### config.mk
export PLATFORM = sky130hd
export DESIGN_NAME = roi_scan_ctrl
export DESIGN_NICKNAME = d
export VERILOG_FILES = /design/src/rtl/roi_scan_ctrl.sv
export SDC_FILE = /design/constraint.sdc
export NUM_CORES = 1
export LEC_CHECK = 0
export BUFFER_PORTS_ARGS = -buffer_cell sky130_fd_sc_hd__buf_4
export CORE_ASPECT_RATIO = 0.6
export CORE_UTILIZATION = 45
export DETAILED_ROUTE_END_ITERATION = 8
export GPL_TIMING_DRIVEN = 0
export PLACE_DENSITY_LB_ADDON = 0.25
export SETUP_SLACK_MARGIN = 0.3
export SLEW_MARGIN = 40
export SYNTH_ARGS = -nofsm -noshare
export SYNTH_HDL_FRONTEND = slang
export SYNTH_SLANG_ARGS = --single-unit
### constraint.sdc
create_clock -name clk_in -period 3.5 [get_ports clk_in]
set_input_delay 0.35 -clock clk_in [delete_from_list [all_inputs] [get_ports clk_in]]
set_output_delay 0.35 -clock clk_in [all_outputs]
set_load 0.03 [all_outputs]
### src/rtl/roi_scan_ctrl.sv
// rtl/roi_scan_ctrl.sv - ROI raster scan sequencer emitting (hcount, vcount) beats on a valid/ready stream
// Scans col-by-col, row-by-row with optional inter-row gap, abort and zero-size error reporting.
module roi_scan_ctrl #(
    parameter int H_W        = 11,
    parameter int V_W        = 10,
    parameter int GAP_CYCLES = 2
) (
    input  logic           clk_in,
    input  logic           rst_in,
    input  logic           start_in,
    input  logic           abort_in,
    input  logic [H_W-1:0] x0_in,
    input  logic [V_W-1:0] y0_in,
    input  logic [H_W-1:0] width_in,
    input  logic [V_W-1:0] height_in,
    input  logic           ready_in,
    output logic [H_W-1:0] hcount_out,
    output logic [V_W-1:0] vcount_out,
    output logic           valid_out,
    output logic           last_in_line_out,
    output logic           frame_done_out,
    output logic           busy_out,
    output logic           err_out
);

    typedef enum logic [1:0] {
        S_IDLE,
        S_RUN,
        S_GAP,
        S_DONE
    } state_t;

    localparam int GAP_W = (GAP_CYCLES > 1) ? $clog2(GAP_CYCLES) : 1;
    localparam logic [GAP_W-1:0] GAP_LAST = GAP_W'((GAP_CYCLES > 0) ? GAP_CYCLES - 1 : 0);
    localparam logic [GAP_W-1:0] GAP_ONE  = GAP_W'(1);
    localparam logic [H_W-1:0]   H_ONE    = H_W'(1);
    localparam logic [V_W-1:0]   V_ONE    = V_W'(1);

    state_t           state_q;
    logic [H_W-1:0]   col_q;
    logic [V_W-1:0]   row_q;
    logic [GAP_W-1:0] gap_q;
    logic [H_W-1:0]   x0_q;
    logic [V_W-1:0]   y0_q;
    logic [H_W-1:0]   w_q;
    logic [V_W-1:0]   h_q;

    logic [H_W-1:0]   hcount_q;
    logic [V_W-1:0]   vcount_q;
    logic             valid_q;
    logic             last_q;
    logic             done_q;
    logic             busy_q;
    logic             err_q;

    logic [H_W-1:0]   col_d;
    logic [V_W-1:0]   row_d;
    logic             line_end;
    logic             frame_end;

    // Counters stay below width/height, so the +1 never wraps; only the coordinate sums wrap.
    assign col_d     = col_q + H_ONE;
    assign row_d     = row_q + V_ONE;
    assign line_end  = (col_q == w_q - H_ONE);
    assign frame_end = line_end && (row_q == h_q - V_ONE);

    always_ff @(posedge clk_in or posedge rst_in) begin
        if (rst_in) begin
            state_q  <= S_IDLE;
            col_q    <= '0;
            row_q    <= '0;
            gap_q    <= '0;
            x0_q     <= '0;
            y0_q     <= '0;
            w_q      <= '0;
            h_q      <= '0;
            hcount_q <= '0;
            vcount_q <= '0;
            valid_q  <= 1'b0;
            last_q   <= 1'b0;
            done_q   <= 1'b0;
            busy_q   <= 1'b0;
            err_q    <= 1'b0;
        end else begin
            err_q <= 1'b0;
            if (abort_in && (state_q != S_IDLE)) begin
                // A beat transferring on this edge counts as consumed; nothing more is emitted.
                state_q <= S_IDLE;
                col_q   <= '0;
                row_q   <= '0;
                gap_q   <= '0;
                valid_q <= 1'b0;
                last_q  <= 1'b0;
                done_q  <= 1'b0;
                busy_q  <= 1'b0;
            end else begin
                case (state_q)
                    S_IDLE: begin
                        if (start_in && !abort_in) begin
                            if ((width_in == '0) || (height_in == '0)) begin
                                err_q <= 1'b1;
                            end else begin
                                x0_q     <= x0_in;
                                y0_q     <= y0_in;
                                w_q      <= width_in;
                                h_q      <= height_in;
                                col_q    <= '0;
                                row_q    <= '0;
                                state_q  <= S_RUN;
                                hcount_q <= x0_in;
                                vcount_q <= y0_in;
                                valid_q  <= 1'b1;
                                last_q   <= (width_in == H_ONE);
                                busy_q   <= 1'b1;
                            end
                        end
                    end
                    S_RUN: begin
                        if (ready_in) begin
                            if (!line_end) begin
                                col_q    <= col_d;
                                hcount_q <= x0_q + col_d;
                                last_q   <= (col_d == w_q - H_ONE);
                            end else if (!frame_end) begin
                                col_q <= '0;
                                row_q <= row_d;
                                if (GAP_CYCLES == 0) begin
                                    hcount_q <= x0_q;
                                    vcount_q <= y0_q + row_d;
                                    last_q   <= (w_q == H_ONE);
                                end else begin
                                    state_q <= S_GAP;
                                    gap_q   <= '0;
                                    valid_q <= 1'b0;
                                    last_q  <= 1'b0;
                                end
                            end else begin
                                state_q <= S_DONE;
                                valid_q <= 1'b0;
                                last_q  <= 1'b0;
                                done_q  <= 1'b1;
                            end
                        end
                    end
                    S_GAP: begin
                        if (gap_q == GAP_LAST) begin
                            state_q  <= S_RUN;
                            hcount_q <= x0_q;
                            vcount_q <= y0_q + row_q;
                            valid_q  <= 1'b1;
                            last_q   <= (w_q == H_ONE);
                        end else begin
                            gap_q <= gap_q + GAP_ONE;
                        end
                    end
                    S_DONE: begin
                        state_q <= S_IDLE;
                        col_q   <= '0;
                        row_q   <= '0;
                        done_q  <= 1'b0;
                        busy_q  <= 1'b0;
                    end
                    default: begin
                        state_q <= S_IDLE;
                        valid_q <= 1'b0;
                        last_q  <= 1'b0;
                        done_q  <= 1'b0;
                        busy_q  <= 1'b0;
                    end
                endcase
            end
        end
    end

    assign hcount_out       = hcount_q;
    assign vcount_out       = vcount_q;
    assign valid_out        = valid_q;
    assign last_in_line_out = last_q;
    assign frame_done_out   = done_q;
    assign busy_out         = busy_q;
    assign err_out          = err_q;

endmodule

==> results of run 1 <==
[worst max-delay path: stages, from the launching register on]
cell	delay (ps)
dfrtp_1	430
inv_2	110
ha_4	140
or4b_4	450
buf_6	150
nor3_4	110
xnor2_1	90
or3_4	430
nor3b_4	250
o21ai_2	100
nor4b_4	140
buf_4	180
buf_8	140
mux2_4	290
[state kept, by name (all words and copies together) (netlist names), 2 cells and up]
signal,cells
x0_q,11
vcount_out,10
w_q,11
hcount_out,11
y0_q,10
h_q,10
state_q,2
col_q,11
row_q,10
[metrics by stage]
step                      power, mW  hold WS [ps]  worst slack (ps)  util (%)
after CTS                     6.080         236.7             318.0     55.59
after global routing          6.589         235.0             209.0     56.63
after global placement        4.845         475.2            -452.5     51.86
final                         6.175         246.5             376.6     56.63
after detailed placement      4.976         306.2            0.5840     52.16
after floorplan               4.094         453.8             513.4         -
[cells in the final DEF, fill, tap and decap left out, drive strengths merged, types with 5 or more instances in the layout]
master,n
buf,99
dfrtp,92
mux2,58
nor2,43
nand2,40
a21oi,40
inv,39
xnor2,36
o21ai,33
clkbuf,31
ha,28
xor2,25
nor3,20
nand3,18
nor4,12
nand2b,9
nor2b,9
a22oi,9
mux2i,9
or3,8
or4,7
o41ai,7
and2,6
and3,6
o31a,6
a31oi,6
nand4,5
o21a,5
[power by group]
| group | leakage (nW) | switching, mW | total, mW | internal, mW |
|---|---|---|---|---|
| Clock | 0.139 | 0.451 | 0.966 | 0.515 |
| Sequential | 1.13 | 0.411 | 1.89 | 1.47 |
| Combinational | 2.13 | 1.83 | 3.32 | 1.50 |
[cells by family (layout without fill, tap and decap cells)]
kind of cell,after synthesis,after routing,share of synthesized area [%]
and+or+nand+nor,198,198,17.18
AOI/OAI and AO/OA,141,141,14.60
DFF,92,92,36.50
muxes,67,67,12.38
buffers and inverters,67,174,4.325
xor gates and xnor gates,62,62,8.828
adders and majority gates,30,30,6.189
[layout make-up]
class	instances	area share [%]
sequential	92	29.79
tap	192	3.104
clock buffer	10	3.088
multi-input combinational	498	50.34
inverter	37	1.891
clock inverter	6	0.7113
timing repair buffer	91	9.166
buffer	30	1.908
[per-layer routing]
layer  up-vias  part of all wire (%)  track usage [%]
li1       2578                     -                -
met1      2654                    52            38.51
met2       196                    40            35.41
met3        10                   6.8            4.659
met4         0                  0.47            4.043
met5         -                     0                0
[Yosys cell counts, types with 6 or more instances]
cell      number
a21oi_1       40
a22oi_1        9
a31oi_1        6
and2_1         6
and3_1         6
clkbuf_1      21
dfrtp_1       92
ha_1          28
inv_1         36
mux2_2        48
mux2_4        10
mux2i_1        9
nand2_1       40
nand2b_1       9
nand3_1       18
nor2_1        43
nor2b_1        9
nor3_1        19
nor4_1        10
o21ai_0       30
o31a_1         6
o41ai_1        7
or3_1          7
or4_1          7
xnor2_1       36
xor2_1        25
[worst max-delay path by stage]
stage,end,cells after the start,start
6_report,hcount_out[9]$_DFFE_PP0P_,13,w_q[1]$_DFFE_PP0P_
5_1_grt,hcount_out[9]$_DFFE_PP0P_,13,col_q[1]$_DFFE_PP0P_
4_1_cts,hcount_out[9]$_DFFE_PP0P_,14,col_q[0]$_DFFE_PP0P_
3_5_place_dp,col_q[7]$_DFFE_PP0P_,11,state_q[0]$_DFFE_PP0P_
3_3_place_gp,w_q[8]$_DFFE_PP0P_,2,rst_in
2_1_floorplan,hcount_out[0]$_DFFE_PP0P_,12,w_q[0]$_DFFE_PP0P_
[repair_timing]
action / CTS / global route
gates cloned: 1 / 0
endpoints found under the setup margin: 24 / 23
pin swaps: 3 / 7
setup buffers: 7 / 9
gates resized for setup: 24 / 22
endpoints found under the hold margin: 25 / 0
hold buffers: 1 / 0
==> metrics.cfg, run 1 <==
[run_status]
status = finished clean

[routing]
drc = 0
viasPerCell = 5.688
vias = 5438
drt_pass1_iterations = 5
drt_iter0_markers = 326
wirelength_mm = 17.17
ant_nets = 0
wl_per_cell_um = 17.96

[synth]
synth_ff_type = dfrtp_1
syn_area_per_cell_um2 = 9.600
syn_nets = 734
synth_cell_types = 68
synth_seq_area_share_pct = 36.50
synth.top_cell.area_share_pct = 36.50
synth_edf_count = 0
synth_cells = 657
ys_warn_count = 0
synthesis.area_um2 = 6307
yosys-top-cells-area = dfrtp_1, mux2_2, ha_1
ys_seq_elements = 92
synth_area_leader_cell = dfrtp_1
synth-async-reset-ratio_pct = 100.0

[min_path]
hold_path.class = in2reg
worstHoldStart = height_in[1]
hold-path-cell-count = 2
min_to = h_q[1]$_DFFE_PP0P_

[pwr]
vdd_drop_max_mv = 0.3398
p_leak_nw = 3.395
power_per_cell_area_nw_per_um2 = 797.8

[timing]
post-route-min-period_ps = 3123
slew_violations = 0
finClkSkew_ps = 4.934
tns_ps = 0
fmax_ghz = 0.3202
final-hold-violation-count = 0
period_share_pct = 89.24
tightest_slew_ps = 836.9
rsz0062_at_grt = yes
finalSetupViolations = 0
relSlewSlack_pct = 44.21

[placement]
portBuffers = 72
dp_hpwl_mm = 12.64
place_area_um2 = 7128
routabilityCongestion = 0.8915
dp.cells = 922

[floorplanning]
die_area_um2 = 14510
pin_count = 73
coreArea_um2 = 13670
fp.dieW_um = 154.8
rows = 33
die_h_um = 93.71
initial_core_util_pct = 46.15

[global_route]
grt_overflow = 0
grt_start_max_net_pins = 68
grt_pass1_vias = 5113
grt_pass1_wl_mm = 27.48
antenna_found_initial = 0
grt_usage_pct = 24.72

[clock_tree]
cts_buffers = 9
cts.sinks = 92
clkLatencyLatePin_ps = 340
root_buffer = clkbuf_16
cts_tree = built
clk_pin_slew_ps = 70
clockBufferDepth = 2
ctsHtreeMaxLevel = 3

[worst_setup_path]
critPathLaunchType = flop
path_max_fanout = 6
reg2reg_to = hcount_out[9]$_DFFE_PP0P_
r2r_cells = 13
critical_path_class = reg2reg
r2r_slack_ps = 380
worst-endpoint-required_ps = 3730
end_kind = flop
r2r_start = w_q[1]$_DFFE_PP0P_
worst_ep_arrival_time_ps = 3350

[finish]
area_growth_pct = 22.71
final_cell_area_um2 = 7740
fin_cells = 956
drive_gt1_share_pct = 28.01
layout.nets = 836
n_antenna_cell = 0
multi_input_area_um2 = 3896
nFillCells = 1160
seqCellArea_um2 = 2306

[flow_run]
drv_cap = 0

Power figures use the tool's default switching activity.
==> run 2: changes to the inputs <==
==> constraint.sdc (replaced) <==
create_clock -name clk_in -period 4.01 [get_ports clk_in]
set_input_delay 0.401 -clock clk_in [delete_from_list [all_inputs] [get_ports clk_in]]
set_output_delay 0.401 -clock clk_in [all_outputs]
set_load 0.03 [all_outputs]
==> metrics.cfg, run 2 (synthesis gave the netlist of run 1 again) <==
[worst_setup_path]
worst-endpoint-required_ps = 4200  ; +470 ps
r2r_cells = 11  ; -2
crit_end = col_q[7]$_DFFE_PP0P_
r2r_start = w_q[1]$_DFFE_PP0P_
worst_ep_arrival_time_ps = 3680  ; +330 ps
reg2reg_to = col_q[7]$_DFFE_PP0P_
critical_path_class = reg2reg
path_max_fanout = 6  ; unchanged
end_kind = flop
critPathLaunchType = flop
startpoint = w_q[1]$_DFFE_PP0P_
r2r_slack_ps = 520  ; +140 ps

[routing]
wirelength_mm = 16.58  ; -3.5%
vias = 5355  ; -1.5%
drt_iter0_markers = 315  ; -3.4%
drt_pass1_iterations = 5  ; unchanged
viasPerCell = 5.685  ; about the same
drc = 0  ; unchanged
wl_per_cell_um = 17.60  ; -2.0%
ant_nets = 0  ; unchanged

[timing]
relSlewSlack_pct = 44.51  ; +0.30 points
period_share_pct = 87.05  ; -2.2 points
finalSetupViolations = 0  ; unchanged
rsz0062_at_grt = no
fmax_ghz = 0.2865  ; -11%
slew_violations = 0  ; unchanged
tightest_slew_ps = 832.4  ; -4.490 ps
final-hold-violation-count = 0  ; unchanged
post-route-min-period_ps = 3491  ; +367.2 ps
tns_ps = 0  ; unchanged
finClkSkew_ps = 4.919  ; -0.01529 ps

[floorplanning]
initial_core_util_pct = 46.15  ; unchanged
rows = 33  ; unchanged
die_h_um = 93.71  ; unchanged
coreArea_um2 = 13670  ; unchanged
die_area_um2 = 14510  ; unchanged
fp.dieW_um = 154.8  ; unchanged
pin_count = 73  ; unchanged

[pwr]
vdd_drop_max_mv = 0.2920  ; -14%
p_leak_nw = 3.267  ; -3.8%
power_per_cell_area_nw_per_um2 = 700.2  ; -12%

[global_route]
grt_overflow = 0  ; unchanged
grt_pass1_vias = 4977  ; -2.7%
grt_pass1_wl_mm = 26.63  ; -3.1%
grt_usage_pct = 23.98  ; -0.75 points
antenna_found_initial = 0  ; unchanged
grt_start_max_net_pins = 68  ; unchanged

[placement]
routabilityCongestion = 0.8915  ; unchanged
dp.cells = 922  ; unchanged
dp_hpwl_mm = 12.64  ; unchanged
portBuffers = 72  ; unchanged

[finish]
final_cell_mix = dfrtp_1, buf_4, mux2_2, nor2_1
area_growth_pct = 18.19
drive_gt1_share_pct = 22.67  ; -5.3 points
fin_cells = 942  ; -1.5%
layout.nets = 822  ; -1.7%
n_antenna_cell = 0  ; unchanged
final_common_cell = dfrtp_1

[clock_tree]
cts.sinks = 92  ; unchanged
clockBufferDepth = 2  ; unchanged
root_buffer = clkbuf_16
ctsHtreeMaxLevel = 3  ; unchanged
clkLatencyLatePin_ps = 350  ; about the same
cts_buffers = 9  ; unchanged
clk_pin_slew_ps = 70  ; about the same
cts_tree = built

[min_path]
hold_path.class = in2reg

[flow_run]
drv_cap = 0  ; unchanged

[run_status]
status = finished clean

[run 2: changes by cell type in the layout (fill, tap and decap cells not counted), moves of 3 or more]
cell / change
clkbuf_2: -3
buf_4: -13
dfrtp_1: +3
xor2_2: -3
clkbuf_1: +3
ha_1: +3
xor2_1: +3
dfrtp_2: -3
[run 2: repair_timing]
action | CTS | global route
buffers inserted | 0 | 3
hold buffers | 1 | 0
hold endpoints to repair | 25 | 0
resized for setup | 0 | 1
endpoints found under the setup margin | 0 | 1
[run 2: per-layer routing]
metal / vias up / share of wire, % / GRT usage, %
li1: 2548 / - / -
met1: 2621 / 54 / 38.22
met2: 178 / 39 / 33.30
met3: 8 / 6.6 / 4.290
met4: 0 / 0.48 / 4.125
met5: - / 0 / 0
[run 2: layout make-up]
type / count / area (um^2)
fill: 1201 / 6212
tap: 192 / 240.2
sequential: 92 / 2302
multi-input combinational: 498 / 3737
clock inverter: 6 / 55.05
clock buffer: 10 / 239.0
timing repair buffer: 77 / 600.6
buffer: 30 / 133.9
inverter: 37 / 146.4
[run 2: through the flow]
stage	hold slack (ps)	cell area [um^2]	power, mW	setup slack (ps)	util (%)
finish	295.0	7455	5.220	519.4	54.55
floorplan	453.8	6307	3.573	1023	-
global route	286.0	7455	5.581	320.5	54.55
detailed placement	357.2	7128	4.343	510.6	52.16
global placement	475.2	7088	4.229	6.513	51.86
CTS	287.7	7432	5.218	480.0	54.38
[run 2: power breakdown]
group          switching [mW]  internal, mW  total [mW]  leakage, nW
registers               0.352          1.28        1.64         1.13
logic                    1.52          1.22        2.74         1.99
clock network           0.399         0.450       0.848        0.139
[run 2: worst min path at each step]
| stage | start | to | depth (start not counted) |
|---|---|---|---|
| global route | x0_in[2] | x0_q[2]$_DFFE_PP0P_ | 2 |
| floorplan | y0_q[7]$_DFFE_PP0P_ | y0_q[7]$_DFFE_PP0P_ | 2 |
| finish | y0_in[8] | y0_q[8]$_DFFE_PP0P_ | 2 |
| global placement | y0_q[7]$_DFFE_PP0P_ | y0_q[7]$_DFFE_PP0P_ | 2 |
| CTS | x0_in[7] | x0_q[7]$_DFFE_PP0P_ | 2 |
| detailed placement | rst_in | hcount_out[1]$_DFFE_PP0P_ | 2 |
[run 2: critical path: stages (launching register included)]
cell	delay [ps]
dfrtp_1	430
inv_1	120
ha_1	210
or4b_1	430
buf_2	170
a2111o_1	390
a31oi_1	160
a21oi_1	100
nor3b_4	200
nor2_1	340
nand3_1	300
o31ai_1	480
